[src/rtl/nim_pkg.sv]
// Shared types and default sizing for the Nim move controller.
package nim_pkg;

  typedef enum logic [2:0] {
    IDLE,
    SELECT,
    TAKE,
    CHECK,
    OVER
  } state_e;

  localparam int NUM_PILES_DEF = 3;
  localparam int PILE_W_DEF    = 3;

endpackage

[src/rtl/nim_next_pile.sv]
// Combinational search for a non-empty pile, either from index 0 or after start_i
// with wrap-around; falls back to start_i when nothing qualifies.
module nim_next_pile
  import nim_pkg::*;
#(
  parameter int NUM_PILES = NUM_PILES_DEF,
  parameter int PILE_W    = PILE_W_DEF,
  parameter int IDX_W     = $clog2(NUM_PILES)
) (
  input  logic [NUM_PILES*PILE_W-1:0] piles_i,
  input  logic [IDX_W-1:0]            start_i,
  input  logic                        from_zero_i,
  output logic [IDX_W-1:0]            idx_o,
  output logic                        any_o
);

  int   c;
  logic found;

  always_comb begin
    idx_o = start_i;
    any_o = 1'b0;
    found = 1'b0;
    c     = 0;
    for (int k = 0; k < NUM_PILES; k++) begin
      any_o = any_o | (piles_i[k*PILE_W +: PILE_W] != '0);
    end
    // k == NUM_PILES in wrap mode lands back on start_i itself
    for (int k = 1; k <= NUM_PILES; k++) begin
      c = from_zero_i ? (k - 1) : (int'(start_i) + k);
      if (c >= NUM_PILES) c = c - NUM_PILES;
      if (!found && (piles_i[c*PILE_W +: PILE_W] != '0)) begin
        idx_o = IDX_W'(c);
        found = 1'b1;
      end
    end
  end

endmodule

[src/rtl/nim_game_ctrl.sv]
// Nim turn sequencer: select pile, build a move, confirm, detect last-stone win.
// All outputs registered; pulses in CHECK are dropped, priority confirm > take > next.
module nim_game_ctrl
  import nim_pkg::*;
#(
  parameter int NUM_PILES = NUM_PILES_DEF,
  parameter int PILE_W    = PILE_W_DEF,
  parameter logic [NUM_PILES*PILE_W-1:0] INIT_PILES = {3'd7, 3'd5, 3'd3}
) (
  input  logic                          clk,
  input  logic                          reset,
  input  logic                          start_p,
  input  logic                          next_p,
  input  logic                          take_p,
  input  logic                          confirm_p,
  output logic [NUM_PILES*PILE_W-1:0]   piles,
  output logic [$clog2(NUM_PILES)-1:0]  sel_pile,
  output logic [PILE_W-1:0]             pending,
  output logic                          player,
  output logic                          in_move,
  output logic                          game_over,
  output logic                          winner,
  output logic                          move_done
);

  localparam int IDX_W = $clog2(NUM_PILES);

  state_e                        state_q, state_d;
  logic [NUM_PILES*PILE_W-1:0]   piles_q, piles_d;
  logic [IDX_W-1:0]              sel_q, sel_d;
  logic [PILE_W-1:0]             pend_q, pend_d;
  logic                          player_q, player_d;
  logic                          winner_q, winner_d;
  logic                          done_q, done_d;

  logic [NUM_PILES*PILE_W-1:0]   find_piles;
  logic [IDX_W-1:0]              find_idx;
  logic                          find_any;
  logic [PILE_W-1:0]             cur_pile;

  // Outside a game the search runs on the counts that a start will load
  assign find_piles = (state_q == IDLE || state_q == OVER) ? INIT_PILES : piles_q;
  assign cur_pile   = piles_q[sel_q*PILE_W +: PILE_W];

  nim_next_pile #(
    .NUM_PILES (NUM_PILES),
    .PILE_W    (PILE_W),
    .IDX_W     (IDX_W)
  ) u_next_pile (
    .piles_i     (find_piles),
    .start_i     (sel_q),
    .from_zero_i (state_q != SELECT),
    .idx_o       (find_idx),
    .any_o       (find_any)
  );

  always_comb begin
    state_d  = state_q;
    piles_d  = piles_q;
    sel_d    = sel_q;
    pend_d   = pend_q;
    player_d = player_q;
    winner_d = winner_q;
    done_d   = 1'b0;
    case (state_q)
      IDLE, OVER: begin
        if (start_p) begin
          piles_d  = INIT_PILES;
          player_d = 1'b0;
          if (!find_any) begin
            winner_d = 1'b1;
            state_d  = OVER;
          end else begin
            winner_d = 1'b0;
            sel_d    = find_idx;
            state_d  = SELECT;
          end
        end
      end
      SELECT: begin
        if (confirm_p) begin
          state_d = SELECT;
        end else if (take_p) begin
          pend_d  = PILE_W'(1);
          state_d = TAKE;
        end else if (next_p) begin
          sel_d = find_idx;
        end
      end
      TAKE: begin
        if (confirm_p) begin
          piles_d[sel_q*PILE_W +: PILE_W] = cur_pile - pend_q;
          pend_d  = '0;
          done_d  = 1'b1;
          state_d = CHECK;
        end else if (take_p) begin
          if (pend_q < cur_pile) pend_d = pend_q + PILE_W'(1);
        end else if (next_p) begin
          pend_d  = '0;
          state_d = SELECT;
        end
      end
      CHECK: begin
        if (!find_any) begin
          winner_d = player_q;
          state_d  = OVER;
        end else begin
          player_d = ~player_q;
          sel_d    = find_idx;
          state_d  = SELECT;
        end
      end
      default: state_d = IDLE;
    endcase
  end

  always_ff @(posedge clk) begin
    if (reset) begin
      state_q  <= IDLE;
      piles_q  <= INIT_PILES;
      sel_q    <= '0;
      pend_q   <= '0;
      player_q <= 1'b0;
      winner_q <= 1'b0;
      done_q   <= 1'b0;
    end else begin
      state_q  <= state_d;
      piles_q  <= piles_d;
      sel_q    <= sel_d;
      pend_q   <= pend_d;
      player_q <= player_d;
      winner_q <= winner_d;
      done_q   <= done_d;
    end
  end

  assign piles     = piles_q;
  assign sel_pile  = sel_q;
  assign pending   = pend_q;
  assign player    = player_q;
  assign in_move   = (state_q == TAKE);
  assign game_over = (state_q == OVER);
  assign winner    = winner_q;
  assign move_done = done_q;

endmodule

[config.mk]
export PLATFORM = sky130hd
export DESIGN_NAME = nim_game_ctrl
export DESIGN_NICKNAME = d
export VERILOG_FILES = /design/src/rtl/nim_pkg.sv /design/src/rtl/nim_next_pile.sv /design/src/rtl/nim_game_ctrl.sv
export SDC_FILE = /design/constraint.sdc
export NUM_CORES = 1
export LEC_CHECK = 0
export BUFFER_PORTS_ARGS = -buffer_cell sky130_fd_sc_hd__buf_2
export CAP_MARGIN = 30
export CORE_UTILIZATION = 50
export DETAILED_ROUTE_END_ITERATION = 10
export PLACE_DENSITY = 0.69
export SLEW_MARGIN = 25
export SYNTH_ARGS = -nofsm -noshare
export SYNTH_HDL_FRONTEND = slang
export SYNTH_SLANG_ARGS = --single-unit
[constraint.sdc]
create_clock -name clk -period 5.9 [get_ports clk]
set_input_delay 0.59 -clock clk [delete_from_list [all_inputs] [get_ports clk]]
set_output_delay 0.59 -clock clk [all_outputs]
set_load 0.02 [all_outputs]
; ---- After elaboration in Yosys (flattened, before gate mapping)
; Cells that the tools add are included.
; Widths: inputs -> output; s select.
[word_totals]
output_inout_bits = 19
inputBits = 6
wordCells = 121
regBits = 20
[classes]
n_lt_le_gt_ge = 4
mux = 45
bitwise = 4
n_shift = 6
mul = 4
addsub = 9
reduce_logical = 24
n_eq_ne = 18
[op_table]
columns = cell, n
row1 = $mux 32, 6
row2 = $ge 32x3->1 const B, 3
row3 = $mul 32x3->32 const B, 3
row4 = $shiftx 9x32->3, 3
row5 = $sub 32x3->32 const B, 3
row6 = $mux 3, 13
row7 = $neg 4->34, 1
row8 = $shift 3x34->9 const A, 1
row9 = $shiftx 3x34->9, 1
row10 = $mux 9, 3
row11 = $reduce_bool 3->1, 7
row12 = $pmux 9 s2, 1
row13 = $mux 2, 8
row14 = $ne 2x2->1 const B, 8
row15 = $pmux 3 s4, 1
row16 = $reduce_and 5->1, 2
row17 = $bwmux 9, 1
row18 = $ne 3x3->1 const B, 3
row19 = $reduce_and 3->1, 3
row20 = $shiftx 9x5->3, 1
row21 = $mux 1, 8
row22 = $add 2x2->3 const B, 2
row23 = $eq 3x2->1 const B, 2
row24 = $pmux 2 s3, 1
row25 = other kinds (21), 29

; ---- Logic depth before layout (Yosys ltp)
[depth]
word_depth = 18
ltp_mapped = 20
ltp_nobuf = 19

; ---- Hierarchy
; Synthesis repeated with hierarchy kept, for this count alone.
[hier_totals]
cells_unflattened = 359
hier_area_um2 = 2633.8
[modules_own_cells]
columns = mod, area_per_inst_um2, cells_per_inst, instances, seq_area_each_um2
row1 = nim_game_ctrl, 1368.8, 176, 1, 400.4
row2 = nim_next_pile, 1265.0, 183, 1, 0.0

; ---- Least setup slack after synthesis
; Ideal clock, no wire load.
[synth_timing]
path_kind = reg-to-reg
start = register sel_q[0] (netlist: sel_pile[0])
end = register sel_q[1] (netlist: sel_pile[1])
slack_ps = 1745
t_required_ps = 5752
stages_incl_launch_ff = 18
setup_ps = 148
synth_period_minus_slack_ps = 4155
t_arrival_ps = 4007
path_buffers = 1
path_cell_list = dfxtp_1 inv_1 ha_1 nand2_1 inv_1 ha_1 nor2_1 a22oi_4 o21ai_2 ha_1 clkbuf_1 mux2_2 or4_1 a211o_1 a41oi_2 nand3b_1 a21oi_1 a311oi_1
[synth_via]
elab_chain_cells = 18
word_cells_on_any_way = 39
cone_classes = add/sub (6) / mul (3) / order compare (3) / shift (3) / mux (17) / reduce/logical (7)
[synth_lines]
columns = item, line
row1 = "start, declared", nim_game_ctrl.sv:30  ; logic [IDX_W-1:0] sel_q, sel_d;
row2 = "start signal, assigned", nim_game_ctrl.sv:129  ; sel_q <= sel_d;
row3 = $add 2x1->3, nim_next_pile.sv:30  ; c = from_zero_i ? (k - 1) : (int'(start_i) + k);
row4 = $mux 32, nim_next_pile.sv:30
row5 = $sub 32x3->32 / $ge 32x3->1 (equally long branches), nim_next_pile.sv:31  ; if (c >= NUM_PILES) c = c - NUM_PILES;
row6 = $mux 32, nim_next_pile.sv:31
row7 = $mul 32x3->32, nim_next_pile.sv:32  ; if (!found && (piles_i[c*PILE_W +: PILE_W] != '0)) begin
row8 = $shiftx 9x32->3, nim_next_pile.sv:32
row9 = $reduce_bool 3->1, nim_next_pile.sv:32
row10 = $mux 1, nim_next_pile.sv:32
row11 = [2 not listed], n/a
row12 = $mux 1, nim_next_pile.sv:32
row13 = $logic_not 1->1, nim_next_pile.sv:32
row14 = $logic_and 1x1->1, nim_next_pile.sv:32
row15 = $mux 2 (*), nim_next_pile.sv:32
row16 = $mux 2, nim_game_ctrl.sv:86  ; end else if (next_p) begin
row17 = $mux 2, nim_game_ctrl.sv:83  ; end else if (take_p) begin
row18 = $mux 2, nim_game_ctrl.sv:81  ; if (confirm_p) begin
row19 = $pmux 2 s3 (*), nim_game_ctrl.sv:65  ; case (state_q)
; Every way passes the cells marked *; elsewhere a longest branch is shown, timed or not. The select of a mux whose other input is x is not followed.
; A chain may end at the register's enable or synchronous reset.

; ---- Worst setup path in the final report
; Ends and elaborated chain as after synthesis.

==> results by group <==
CTS
  – Reg clk slew, reported paths: about 90 ps
  – Post-CTS resize count: 0
  – Clk sinks: 20
  – Clk buf depth: 2
  – Post-CTS Hold Buffers: 0
  – H-tree Lvls: 1
  – Clock buffer count from CTS: 3
  – Worst skew pair latency: approximately 270 ps
  – CTS tree: done
  – Root Driver: clkbuf_8
  – Setup bufs post-CTS: 0

Die
  – IO Pins: 25
  – Core footprint: slightly below 5000 µm²
  – Area of the die: between 5000 and 6000 µm²
  – Die height: 73.35 µm
  – Rows: 25
  – Initial core utilization: 52.83%
  – Die Wd: roughly 73 µm

Timing
  – Fin. Hold Viols: 0
  – Max Freq: roughly 210 MHz
  – Worst Tran Pin Value: between 700 and 800 ps
  – Clk_skew: between 8 and 9 ps
  – Fin crit share: slightly above 80%
  – Relative max-transition margin: 46.56%
  – Pins over their slew limit: 0
  – # setup viols final: 0
  – Setup TNS: 0 ps
  – RSZ-0062 raised after global routing: no
  – Final min period: 4815 ps

Setup path
  – CP Launch Type: register
  – Crit Path Class: reg2reg
  – CP delay by family, top: adder cells
  – CP max FO: 19
  – WP data required: ~6000 ps
  – Largest stage delay, worst path: ~770 ps
  – Reg2reg setup slack: 1090 ps
  – Crit path cell chain: inv_1 -> ha_1 -> nand2_1 -> inv_1 -> ha_1 -> nor2_1 -> a22oi_4 -> o21ai_2 -> ha_1 -> mux2_2 -> or4_1 -> a211o_1 -> a41oi_2 -> nand3b_1 -> a21oi_1 -> a311oi_1
  – CP max stage cell: dfxtp_1
  – Crit path buf inv count: 2
  – Cell mode on critical path: ha_1
  – Worst setup EP type: register
  – Critical path arrival: about 4900 ps

Power and ir drop
  – Total power: about 0.82 mW
  – Cell Pwr Density: ~300 nW/µm²
  – P_leak: approximately 1.2 nW
  – Combinational share of power: just under 60%
  – Clock share of power: 17.5%
  – Switching power: roughly 0.39 mW
  – Peak VDD IR: between 200 and 250 µV
  – Flop pwr share: 23.0%
  – Internal: around 0.43 mW
  – Switching part of the total: between 40 and 50%

Detailed routing
  – Drt wl/cell: ~16 µm
  – Vias per inst: about 6.1
  – Final WL: just under 7000 µm
  – Iteration count of the initial detailed-routing pass: 4
  – Detailed-route DRC error count: 0
  – Post-route ant nets: 0
  – Via count: ~2,600
  – DRT iter0 DRCs: about 320

GRT
  – Largest net degree at the start of global routing: 21
  – Antenna violations before repair: 0
  – GRT Resource Usage Total: between 20 and 30%
  – Number of global-route vias before repair: around 2,500
  – GR Overflow Total: 0
  – First-pass GRT wire length: around 12,000 µm

Worst hold path
  – Hold/Removal Path Class: reg2reg

Finish
  – Commonest non-fill, non-tap cells in the layout: nor2_1, a21oi_1, ha_1
  – Diode count: 0
  – Area Growth Syn to Fin: 8.014%
  – Layout cells sized above 1: a little under an eighth
  – Commonest non-fill, non-tap cell in the layout: nor2_1
  – Fillers: slightly above 500
  – Util after Layout: a little under three fifths
  – Nets: slightly below 400

Synth
  – Synth warn: 0
  – Netlist Area Pre-Place: 2545 µm²
  – Syn Inst Count: approximately 350
  – Flops & latches, synth: 20
  – Top_reg_cell synth: dfxtp_1
  – EDFF count, synth: 0
  – Ys async rst share: 0%
  – Part of the Yosys area used for sequential elements: 15.73%
  – Avg Inst Size Synth: 7.377 µm²
  – Yosys cell types: 66

Placed design
  – Dpl hpwl: roughly 5100 µm
  – IO buf count: 24
  – RD Place Congestion: slightly below 1

Flow run
  – Maxcap violations: 0

Status
  – Status: finished clean
metal layers:
| metal | wire length [µm] | up-vias | GRT usage, % |
|---|---|---|---|
| met3 | 443 | 15 | 4.664 |
| met2 | 2996 | 80 | 44.24 |
| met4 | 187 | 0 | 10.68 |
| li1 | - | 1284 | - |
| met1 | 3195 | 1187 | 37.22 |
| met5 | 0 | - | 0 |
metrics by stage:
step | area (µm²) | setup WS, ps | hold slack [ps] | cells
finish | 2749 | 1085 | 470.7 | 423
global route | 2749 | 735.6 | 513.7 | 423
CTS | 2749 | 1177 | 476.0 | 423
detailed placement | 2678 | 1180 | 462.6 | 419
global placement | 2678 | 1261 | 455.7 | 419
floorplan | 2552 | 1745 | 539.7 | 347
power by group through the flow:
stage	clock network (mW)	logic (mW)	registers, mW
after detailed placement	0	0.481	0.191
final	0.143	0.489	0.188
after floorplan	0	0.389	0.179
after global placement	0	0.478	0.190
after CTS	0.148	0.484	0.188
after global routing	0.150	0.545	0.192
cells in the mapped netlist (3+ instances only):
library cell,n,area share (%)
inv_1,21,3.1
clkbuf_1,16,2.4
a311oi_1,3,1.0
dfxtp_1,20,16
nor4_1,4,0.98
nand3_1,6,1.2
and3_1,6,1.5
and2_1,4,0.98
a211o_1,8,2.8
a21o_1,5,1.5
xnor2_1,5,1.7
nand3b_1,3,0.88
o21ai_1,3,0.59
a31oi_1,4,0.98
mux2i_1,7,2.8
a21oi_1,30,5.9
o21ai_0,15,2.9
fa_1,4,3.1
nand2b_1,6,1.5
o22ai_1,3,0.74
o211ai_1,6,1.8
nand2_1,27,4.0
buf_2,3,0.59
inv_2,3,0.44
nor2_1,44,6.5
nor3_1,7,1.4
ha_1,29,14
flip-flops by register name, summed over array words and instances (netlist names):
name       count
move_done      1
player         1
piles          9
state_q        3
sel_pile       2
pending        3
winner         1
kinds of logic (layout without fill, tap and decap cells):
kind of cell | after synthesis | in the layout | share of synthesized area [%]
buffers and inverters | 45 | 54 | 7.080
multiplexers | 11 | 11 | 4.966
AO/OA/AOI/OAI | 106 | 106 | 29.01
adder cells (fa/ha/maj) | 33 | 33 | 17.40
XOR/XNOR | 7 | 7 | 2.409
AND/OR/NAND/NOR | 122 | 122 | 23.25
flip-flops | 20 | 20 | 15.73
other | 1 | 3 | 0.1474
tightest hold or removal path, delay by kind of cell, from the launching register on:
| family | cells | cell delay (ps) |
|---|---|---|
| DFF | 1 | 330 |
| and+or+nand+nor | 1 | 60 |
| AOI/OAI and AO/OA | 1 | 50 |
worst paths after layout:
| kind | to | startpoint | cells after the start |
|---|---|---|---|
| worst min-delay path | pending[2]$_SDFFE_PP0P_ | pending[2]$_SDFFE_PP0P_ | 2 |
| worst max register to register | sel_pile[1]$_SDFFE_PP0P_ | sel_pile[0]$_SDFFE_PP0P_ | 16 |
| worst max-delay path | sel_pile[1]$_SDFFE_PP0P_ | sel_pile[0]$_SDFFE_PP0P_ | 16 |
| worst min register to register | pending[2]$_SDFFE_PP0P_ | pending[2]$_SDFFE_PP0P_ | 2 |
layout make-up:
class	count	area, µm²	area share [%]
Clock buffer	3	41.29	1.502
Clock inverter	1	30.03	1.092
Inverter	25	93.84	3.414
Multi-Input combinational cell	282	1972	71.73
Sequential cell	20	400.4	14.57
Tap cell	67	83.83	3.050
Timing Repair Buffer	25	127.6	4.643
No activity file was read; power rests on OpenSTA's default activity.
